**src/rtl/cdb_arbiter.sv**
```systemverilog
// cdb_arbiter: collects results from three execution units (ALU, load/store,
// branch) into small per-source FIFOs and broadcasts at most one result per
// cycle on the common data bus, choosing among non-empty queues round-robin.
//
// Ports:
//   clk, rst           clock and synchronous active-high reset
//   ena                global enable; low freezes every register
//   in_flush           rollback; empties all queues and idles the bus
//   in_<src>_valid     result strobe from ALU / LS / BR
//   in_<src>_rob_tag   destination ROB tag (tag 0 means "no tag", ignored)
//   in_<src>_data      result value
//   out_<src>_full     queue holds FIFO_DEPTH entries (from registered count)
//   out_cdb_valid/rob_tag/data/src   registered broadcast (src 0 ALU, 1 LS, 2 BR)
//   out_overflow       sticky: a tagged result was dropped at a full queue

`ifndef ROB_WIDTH
`define ROB_WIDTH 4
`endif

module cdb_arbiter #(
  parameter int ROB_W      = `ROB_WIDTH,
  parameter int DATA_W     = 32,
  parameter int FIFO_DEPTH = 2
) (
  input  logic              clk,
  input  logic              rst,
  input  logic              ena,
  input  logic              in_flush,
  input  logic              in_alu_valid,
  input  logic [ROB_W-1:0]  in_alu_rob_tag,
  input  logic [DATA_W-1:0] in_alu_data,
  input  logic              in_ls_valid,
  input  logic [ROB_W-1:0]  in_ls_rob_tag,
  input  logic [DATA_W-1:0] in_ls_data,
  input  logic              in_br_valid,
  input  logic [ROB_W-1:0]  in_br_rob_tag,
  input  logic [DATA_W-1:0] in_br_data,
  output logic              out_alu_full,
  output logic              out_ls_full,
  output logic              out_br_full,
  output logic              out_cdb_valid,
  output logic [ROB_W-1:0]  out_cdb_rob_tag,
  output logic [DATA_W-1:0] out_cdb_data,
  output logic [1:0]        out_cdb_src,
  output logic              out_overflow
);

  localparam int NSRC  = 3;
  localparam int PTR_W = (FIFO_DEPTH > 1) ? $clog2(FIFO_DEPTH) : 1;
  localparam int CNT_W = $clog2(FIFO_DEPTH + 1);

  localparam logic [CNT_W-1:0]  CNT_FULL  = CNT_W'(FIFO_DEPTH);
  localparam logic [CNT_W-1:0]  CNT_ZERO  = {CNT_W{1'b0}};
  localparam logic [CNT_W-1:0]  CNT_ONE   = CNT_W'(32'd1);
  localparam logic [PTR_W-1:0]  PTR_ZERO  = {PTR_W{1'b0}};
  localparam logic [PTR_W-1:0]  PTR_ONE   = PTR_W'(32'd1);
  localparam logic [PTR_W-1:0]  PTR_LAST  = PTR_W'(FIFO_DEPTH - 1);
  localparam logic [ROB_W-1:0]  ZERO_ROB  = {ROB_W{1'b0}};
  localparam logic [DATA_W-1:0] ZERO_DATA = {DATA_W{1'b0}};
  localparam logic [1:0]        SRC_ALU   = 2'd0;

  // Advance a queue pointer, wrapping at FIFO_DEPTH (works for any depth).
  function automatic logic [PTR_W-1:0] ptr_inc(input logic [PTR_W-1:0] ptr);
    logic [PTR_W-1:0] nxt;
    if (ptr == PTR_LAST) begin
      nxt = PTR_ZERO;
    end else begin
      nxt = ptr + PTR_ONE;
    end
    return nxt;
  endfunction

  // Next source id modulo 3.
  function automatic logic [1:0] src_inc(input logic [1:0] s);
    logic [1:0] n;
    case (s)
      2'd0:    n = 2'd1;
      2'd1:    n = 2'd2;
      default: n = 2'd0;
    endcase
    return n;
  endfunction

  // Round-robin search starting at prio; returns {found, selected source}.
  // An illegal prio of 3 is treated as ALU so the arbiter self-recovers.
  function automatic logic [2:0] rr_pick(input logic [1:0] prio, input logic [2:0] req);
    logic [1:0] idx;
    logic       found;
    logic [1:0] sel;
    found = 1'b0;
    sel   = 2'd0;
    idx   = (prio == 2'd3) ? 2'd0 : prio;
    for (int k = 0; k < NSRC; k++) begin
      if (!found && req[idx]) begin
        found = 1'b1;
        sel   = idx;
      end else begin
        found = found;
        sel   = sel;
      end
      idx = src_inc(idx);
    end
    return {found, sel};
  endfunction

  // Per-source input views, indexed by source id.
  logic [NSRC-1:0]   in_valid_s;
  logic [ROB_W-1:0]  in_tag_s  [NSRC];
  logic [DATA_W-1:0] in_data_s [NSRC];

  assign in_valid_s   = {in_br_valid, in_ls_valid, in_alu_valid};
  assign in_tag_s[0]  = in_alu_rob_tag;
  assign in_tag_s[1]  = in_ls_rob_tag;
  assign in_tag_s[2]  = in_br_rob_tag;
  assign in_data_s[0] = in_alu_data;
  assign in_data_s[1] = in_ls_data;
  assign in_data_s[2] = in_br_data;

  // Queue storage and bookkeeping.
  logic [ROB_W-1:0]  tag_mem_q  [NSRC][FIFO_DEPTH];
  logic [ROB_W-1:0]  tag_mem_d  [NSRC][FIFO_DEPTH];
  logic [DATA_W-1:0] data_mem_q [NSRC][FIFO_DEPTH];
  logic [DATA_W-1:0] data_mem_d [NSRC][FIFO_DEPTH];
  logic [PTR_W-1:0]  head_q  [NSRC];
  logic [PTR_W-1:0]  head_d  [NSRC];
  logic [PTR_W-1:0]  tail_q  [NSRC];
  logic [PTR_W-1:0]  tail_d  [NSRC];
  logic [CNT_W-1:0]  count_q [NSRC];
  logic [CNT_W-1:0]  count_d [NSRC];

  logic [1:0]        prio_q, prio_d;
  logic              cdb_valid_q, cdb_valid_d;
  logic [ROB_W-1:0]  cdb_tag_q, cdb_tag_d;
  logic [DATA_W-1:0] cdb_data_q, cdb_data_d;
  logic [1:0]        cdb_src_q, cdb_src_d;
  logic              overflow_q, overflow_d;

  logic [NSRC-1:0]   full_s;
  logic [NSRC-1:0]   nonempty_s;
  logic [2:0]        pick_s;
  logic              grant_valid_s;
  logic [1:0]        grant_idx_s;
  logic [NSRC-1:0]   push_s;
  logic [NSRC-1:0]   pop_s;
  logic [NSRC-1:0]   drop_s;

  // Status from registered counts; arbitration never sees this cycle's pushes.
  always_comb begin
    for (int i = 0; i < NSRC; i++) begin
      full_s[i]     = (count_q[i] == CNT_FULL);
      nonempty_s[i] = (count_q[i] != CNT_ZERO);
    end
  end

  assign pick_s        = rr_pick(prio_q, nonempty_s);
  assign grant_valid_s = pick_s[2];
  assign grant_idx_s   = pick_s[1:0];

  // Next-state logic: enable hold, flush, then normal pop/push per source.
  always_comb begin
    tag_mem_d   = tag_mem_q;
    data_mem_d  = data_mem_q;
    head_d      = head_q;
    tail_d      = tail_q;
    count_d     = count_q;
    prio_d      = prio_q;
    cdb_valid_d = cdb_valid_q;
    cdb_tag_d   = cdb_tag_q;
    cdb_data_d  = cdb_data_q;
    cdb_src_d   = cdb_src_q;
    push_s      = 3'b000;
    pop_s       = 3'b000;
    drop_s      = 3'b000;

    if (!ena) begin
      // Frozen: every register keeps its value, inputs are ignored.
      push_s = 3'b000;
    end else if (in_flush) begin
      for (int i = 0; i < NSRC; i++) begin
        head_d[i]  = PTR_ZERO;
        tail_d[i]  = PTR_ZERO;
        count_d[i] = CNT_ZERO;
      end
      prio_d      = SRC_ALU;
      cdb_valid_d = 1'b0;
      cdb_tag_d   = ZERO_ROB;
      cdb_data_d  = ZERO_DATA;
      cdb_src_d   = SRC_ALU;
    end else begin
      if (grant_valid_s) begin
        cdb_valid_d = 1'b1;
        cdb_tag_d   = tag_mem_q[grant_idx_s][head_q[grant_idx_s]];
        cdb_data_d  = data_mem_q[grant_idx_s][head_q[grant_idx_s]];
        cdb_src_d   = grant_idx_s;
        prio_d      = src_inc(grant_idx_s);
      end else begin
        cdb_valid_d = 1'b0;
        cdb_tag_d   = ZERO_ROB;
        cdb_data_d  = ZERO_DATA;
        cdb_src_d   = SRC_ALU;
      end

      for (int i = 0; i < NSRC; i++) begin
        pop_s[i] = grant_valid_s && (grant_idx_s == 2'(i));
        // Full is judged on the registered count, so a pop in the same cycle
        // does not make room for a push into a full queue.
        push_s[i] = in_valid_s[i] && (in_tag_s[i] != ZERO_ROB) && !full_s[i];
        drop_s[i] = in_valid_s[i] && (in_tag_s[i] != ZERO_ROB) && full_s[i];

        if (push_s[i]) begin
          tag_mem_d[i][tail_q[i]]  = in_tag_s[i];
          data_mem_d[i][tail_q[i]] = in_data_s[i];
          tail_d[i]                = ptr_inc(tail_q[i]);
        end else begin
          tail_d[i] = tail_q[i];
        end

        if (pop_s[i]) begin
          head_d[i] = ptr_inc(head_q[i]);
        end else begin
          head_d[i] = head_q[i];
        end

        case ({push_s[i], pop_s[i]})
          2'b10:   count_d[i] = count_q[i] + CNT_ONE;
          2'b01:   count_d[i] = count_q[i] - CNT_ONE;
          default: count_d[i] = count_q[i];
        endcase
      end
    end

    overflow_d = overflow_q | (|drop_s);
  end

  // State registers with synchronous reset that overrides ena and flush.
  always_ff @(posedge clk) begin
    if (rst) begin
      for (int i = 0; i < NSRC; i++) begin
        head_q[i]  <= PTR_ZERO;
        tail_q[i]  <= PTR_ZERO;
        count_q[i] <= CNT_ZERO;
        for (int j = 0; j < FIFO_DEPTH; j++) begin
          tag_mem_q[i][j]  <= ZERO_ROB;
          data_mem_q[i][j] <= ZERO_DATA;
        end
      end
      prio_q      <= SRC_ALU;
      cdb_valid_q <= 1'b0;
      cdb_tag_q   <= ZERO_ROB;
      cdb_data_q  <= ZERO_DATA;
      cdb_src_q   <= SRC_ALU;
      overflow_q  <= 1'b0;
    end else begin
      tag_mem_q   <= tag_mem_d;
      data_mem_q  <= data_mem_d;
      head_q      <= head_d;
      tail_q      <= tail_d;
      count_q     <= count_d;
      prio_q      <= prio_d;
      cdb_valid_q <= cdb_valid_d;
      cdb_tag_q   <= cdb_tag_d;
      cdb_data_q  <= cdb_data_d;
      cdb_src_q   <= cdb_src_d;
      overflow_q  <= overflow_d;
    end
  end

  assign out_alu_full    = full_s[0];
  assign out_ls_full     = full_s[1];
  assign out_br_full     = full_s[2];
  assign out_cdb_valid   = cdb_valid_q;
  assign out_cdb_rob_tag = cdb_tag_q;
  assign out_cdb_data    = cdb_data_q;
  assign out_cdb_src     = cdb_src_q;
  assign out_overflow    = overflow_q;

endmodule

```
**config.mk**
```make
export PLATFORM = sky130hd
export DESIGN_NAME = cdb_arbiter
export DESIGN_NICKNAME = d
export VERILOG_FILES = /design/src/rtl/cdb_arbiter.sv
export SDC_FILE = /design/constraint.sdc
export NUM_CORES = 1
export LEC_CHECK = 0
export BUFFER_PORTS_ARGS = -buffer_cell sky130_fd_sc_hd__buf_4
export CAP_MARGIN = 20
export CORE_ASPECT_RATIO = 0.5
export CORE_MARGIN = 2
export CORE_UTILIZATION = 53
export CTS_CLUSTER_SIZE = 24
export DETAILED_ROUTE_END_ITERATION = 8
export GPL_TIMING_DRIVEN = 0
export PLACE_DENSITY = 0.87
export SYNTH_ARGS = -nofsm -noshare
export SYNTH_HDL_FRONTEND = slang
export SYNTH_SLANG_ARGS = --single-unit
```
**constraint.sdc**
```tcl
create_clock -name clk -period 2.75 [get_ports clk]
set_input_delay 0.55 -clock clk [delete_from_list [all_inputs] [get_ports clk]]
set_output_delay 0.55 -clock clk [all_outputs]
set_load 0.005 [all_outputs]
```
# Word-level counts from Yosys, hierarchy flattened
# Index checks and enable logic that the tools add are counted.
# totals
register_bits	270
word_cells	205
out_inout_bits	43
in_bits	115
# op_classes
n_reduce_logical	55
muxes	79
bitwise	7
n_lt_le_gt_ge	11
addsub	12
n_eq_ne	14
# ops
op	n
$mux 32	8
$bwmux 64	3
$bmux 64 s2	1
$mux 64	2
$demux 32 s1	3
$mux 4	8
$bwmux 8	3
$pmux 2 s2	6
$mux 1	22
$reduce_and 2->1	10
$reduce_bool 2->1	10
$logic_and 1x1->1	17
$bmux 8 s2	1
$eq 2x2->1 const B	8
$mux 2	8
$mux 8	2
$demux 4 s1	3
$eq 2x1->1 const B	6
$mux 3	4
$reduce_bool 4->1	3
$lt 2x3->1 const B	3
$reduce_and 3->1	3
$reduce_bool 3->1	3
$bmux 1 s2	4
other kinds (14)	37

# Logic depth before layout (Yosys ltp)
# logic_depth
ltp_word	21
mapped_depth	12
depth_no_buf	8

# Least setup slack after synthesis
# No wires, ideal clock.
# synth_timing
path_type	reg2reg
startpoint	register prio_q[0]
endpoint	register cdb_data_q[10], in the netlist out_cdb_data[10]
stages_incl_launch_ff	12
arrival_ns	2.450
required_time_ns	2.614
synth_period_minus_slack_ns	2.586
path_buffers	3
setup_ns	0.136
setup_slack_ns	0.164
cell_sequence	dfxtp_1 -> inv_1 -> ha_1 -> buf_2 -> and2_1 -> o31ai_2 -> nand3_1 -> a211o_1 -> buf_6 -> buf_2 -> a2111oi_0 -> a211oi_1
# synth_between
elab_chain_cells	21
word_cells_on_any_way	37
cone_classes	eq/ne: 3; mux: 26; bitwise: 2; reduce/logical: 6
# synth_lines
item	line_no	source
start, declared	131	logic [1:0] prio_q, prio_d;
start signal, assigned	259	prio_q <= prio_d;
$eq 2x2->1	92	idx = (prio == 2'd3) ? 2'd0 : prio;
$mux 2 (*)	92	
branches (longest 17 deep; another with $not 2->3)	n/a	
$mux 32 (*)	190	if (grant_valid_s) begin
$mux 32 (*)	178	end else if (in_flush) begin
end signal, assigned	262	cdb_data_q <= cdb_data_d;
end, declared	134	logic [DATA_W-1:0] cdb_data_q, cdb_data_d;
# Every way passes the cells marked *. The select of a mux whose other input is x is not followed.
# A chain may end at the register's enable or synchronous reset.

# Worst setup path after layout
# layout_timing
startpoint	register prio_q[0]
endpoint	register cdb_data_q[15], in the netlist out_cdb_data[15]
# Same word-level chain as after synthesis.

==> impl_metrics.env <==
export IMPL_outcome="finished, violations left"
export IMPL_violations="negative setup slack"
export IMPL_ir_drop_mv=0.388
export IMPL_slew_headroom_pct=21.3
export IMPL_syn_area_um2=12600
export IMPL_dr_pass1_iters=8
export IMPL_core_area_um2=23100
export IMPL_critPathCaptureType="flop"
export IMPL_critPathLaunch="prio_q[0]"
export IMPL_antenna_found_initial=0
export IMPL_r2r_slack_ps=-170
export IMPL_cp_required_ps=3180
export IMPL_p_int_mw=6.63
export IMPL_syn2layout_area_growth_pct=29.0
export IMPL_grt_pass1_wl_um=72000
export IMPL_ys_top_cells_by_count="nand2_1, dfxtp_1, a21oi_1, clkbuf_1, o21ai_0"
export IMPL_period_minus_slack_ps=2920
export IMPL_critPathKind="flop to flop"
export IMPL_setup_viol=31
export IMPL_synth_seq_cells=270
export IMPL_cts_made_buffers=24
export IMPL_wl_per_cell_um=24.0
export IMPL_clkLatencyLatePin_ps=580
export IMPL_p_leak_nw=6.21
export IMPL_synth_most_common_cell="nand2_1"
export IMPL_die_w_um=222
export IMPL_total_power_mw=9.26
export IMPL_worstReg2RegStart="prio_q[0]"
export IMPL_place_inst=2095
export IMPL_grt_pass1_vias=13100
export IMPL_p_per_area_nw_per_um2=568
export IMPL_io_buffer_count=156
export IMPL_worstReg2RegEnd="out_cdb_data[15]"
export IMPL_ctsHoldBuffers=0
export IMPL_fin_cells=2153
export IMPL_diodes=0
export IMPL_fmax_mhz=342
export IMPL_rr_worst_depth=10
export IMPL_num_vias=14800
export IMPL_fin_ws_ps=-170
export IMPL_cap_viol_max_count=0
export IMPL_synthTopCellsByArea="dfxtp_1, nand2_1, a21oi_1"
export IMPL_pin_count=158
export IMPL_final_nets=1946
export IMPL_crit_family="compound AO/OA/AOI/OAI gates"
export IMPL_cts_htree_levels=1
export IMPL_synth_nets=1747
export IMPL_hold_viol=0
export IMPL_initial_utilization_pct=54.7
export IMPL_synth_flop_cell="dfxtp_1"
export IMPL_slowest_stage="a221oi_1"
export IMPL_postRouteAntennaNets=0
export IMPL_rsz0062_at_grt="yes"
export IMPL_p_sw_share_pct=28.3
export IMPL_arrival_ps=3350
export IMPL_gp_congestion=0.973
export IMPL_std_cell_rows=39
export IMPL_path_cells="inv_2 -> ha_4 -> or3b_4 -> a211o_4 -> nor2_4 -> buf_8 -> a21oi_4 -> clkbuf_8 -> a221oi_1 -> a211oi_1"
export IMPL_synth_distinct_cells=58
export IMPL_power_share_combinational_pct=15.2
export IMPL_cp_depth=10
export IMPL_synthArstFlopShare_pct=0
export IMPL_hold_path_class="input pin to flop"
export IMPL_fin_crit_sh_pct=106
export IMPL_clk_pin_slew_ps=70
export IMPL_via_per_inst=6.88
export IMPL_dieArea_um2=25200
export IMPL_synth_top_area_cell="dfxtp_1"
export IMPL_power_frac_clock_pct=41.1
export IMPL_switchingPower_mw=2.62
export IMPL_grt_max_degree=18
export IMPL_crit_fanout=10
export IMPL_cts_num_sinks=270
export IMPL_root_buffer="clkbuf_16"
export IMPL_fin_skew_ps=36.4
export IMPL_tritoncts="done"
export IMPL_path_buf_inv=3
export IMPL_report_final_slew_viol_count=0
export IMPL_grt_util_all_layers_pct=36.5
export IMPL_postSynthAreaPerCell_um2=7.75
export IMPL_worst_pin_slew_ps=1180
export IMPL_gr_total_overflow=0
export IMPL_startpoint_type="flop"
export IMPL_seq_area_frac_synth_pct=42.8
export IMPL_synth_edff_count=0
export IMPL_wl_um=51700
export IMPL_drt_iter0_drc=3134
export IMPL_syn_inst=1629
export IMPL_drive_gt1_share_pct=21.2
export IMPL_critical_path_max_stage_delay_ps=430
export IMPL_endpoint="out_cdb_data[15]"
export IMPL_dpl_hpwl_um=32300
export IMPL_cts_buffer_depth=3
export IMPL_power_frac_seq_pct=43.7
export IMPL_drc_errors=0
export IMPL_synth_top_cell_area_share_pct=42.8
export IMPL_die_h_um=113
export IMPL_yosys_warnings=0
## worst min-delay path by stage
stage,start,to,slack [ps],cells after the start
floorplan,data_mem_q[160],data_mem_q[160],440,2
global placement,data_mem_q[190],data_mem_q[190],440,2
detailed placement,data_mem_q[128],data_mem_q[128],450,2
CTS,in_br_data[24],data_mem_q[56],240,3
global route,in_ls_data[27],data_mem_q[91],240,3
finish,in_ls_data[28],data_mem_q[92],230,3
## logic make-up after synthesis
| logic type | count (synthesis) | synth area share [%] |
|---|---|---|
| AOI/OAI and AO/OA | 568 | 30.0 |
| buffers and inverters | 163 | 5.34 |
| and+or+nand+nor | 620 | 21.2 |
| DFF | 270 | 42.8 |
| muxes | 3 | 0.248 |
| adders and majority gates | 3 | 0.297 |
| xor gates and xnor gates | 2 | 0.139 |
## stage by stage
stage / util, % / instance area [um2] / TNS [ps] / setup WS (ps) / hold WS [ps]
after floorplan: - / 12600 / 0 / 164 / 436
after global placement: 61.5 / 14200 / -145010 / -1170 / 442
after detailed placement: 61.6 / 14200 / -88460 / -642 / 447
after CTS: 67.1 / 15500 / -20.5 / -20.5 / 237
after global routing: 70.6 / 16300 / -3500 / -168 / 239
final: 70.6 / 16300 / -996 / -170 / 228
## power by group through the flow
stage / Sequential [mW] / Clock [mW] / Combinational [mW]
after CTS: 4.03 / 3.74 / 1.16
after global routing: 4.05 / 3.94 / 1.45
after detailed placement: 4.12 / 0 / 1.06
after global placement: 4.12 / 0 / 1.04
after floorplan: 4.11 / 0 / 0.602
final: 4.04 / 3.80 / 1.41
## flip-flops by register name (all words and copies together) (netlist names)
register / cells
count_q: 6
data_mem_q: 192
head_q: 3
out_cdb_data: 32
out_cdb_rob_tag: 4
out_cdb_src: 2
out_cdb_valid: 1
out_overflow: 1
prio_q: 2
tag_mem_q: 24
tail_q: 3
## worst min-delay path: stages
cell,delay (ps)
buf_4,110
nand2_1,50
a21oi_1,50
## cells in the final DEF, fill, tap and decap left out, types with 26 or more instances in the layout
cell | Yosys | layout
o211a_1 | 39 | 39
dfxtp_1 | 270 | 268
and2_1 | 37 | 36
buf_4 | 0 | 183
clkbuf_1 | 124 | 79
a21oi_1 | 265 | 257
nor2b_1 | 39 | 39
nand3_1 | 42 | 42
o21ai_0 | 43 | 42
a211oi_1 | 39 | 26
o211ai_1 | 38 | 38
a22o_1 | 36 | 36
nand2_1 | 446 | 446
## timing repair
action                                  CTS  global route
hold endpoints to repair                  0             0
buffers inserted                          4             9
gates cloned                              0             3
endpoints found under the setup margin   67            66
pin swaps                                 5            34
resized for setup                       137           169
## metal layers
metal / vias to the layer above / track usage [%] / share of wire, %
met5: - / 0 / 0.12
li1: 6190 / - / -
met4: 4 / 18.1 / 7.0
met1: 6727 / 48.7 / 36
met3: 422 / 10.8 / 16
met2: 1466 / 53.9 / 40
## layout make-up
class | instances | area, um2
clock inverter | 18 | 245
multi-input combinational | 1197 | 7410
buffer | 151 | 876
fill | 1657 | 6780
timing repair buffer | 174 | 1320
clock buffer | 26 | 618
inverter | 10 | 37.5
sequential | 270 | 5410
tap | 307 | 384
Power figures use the tool's default switching activity.
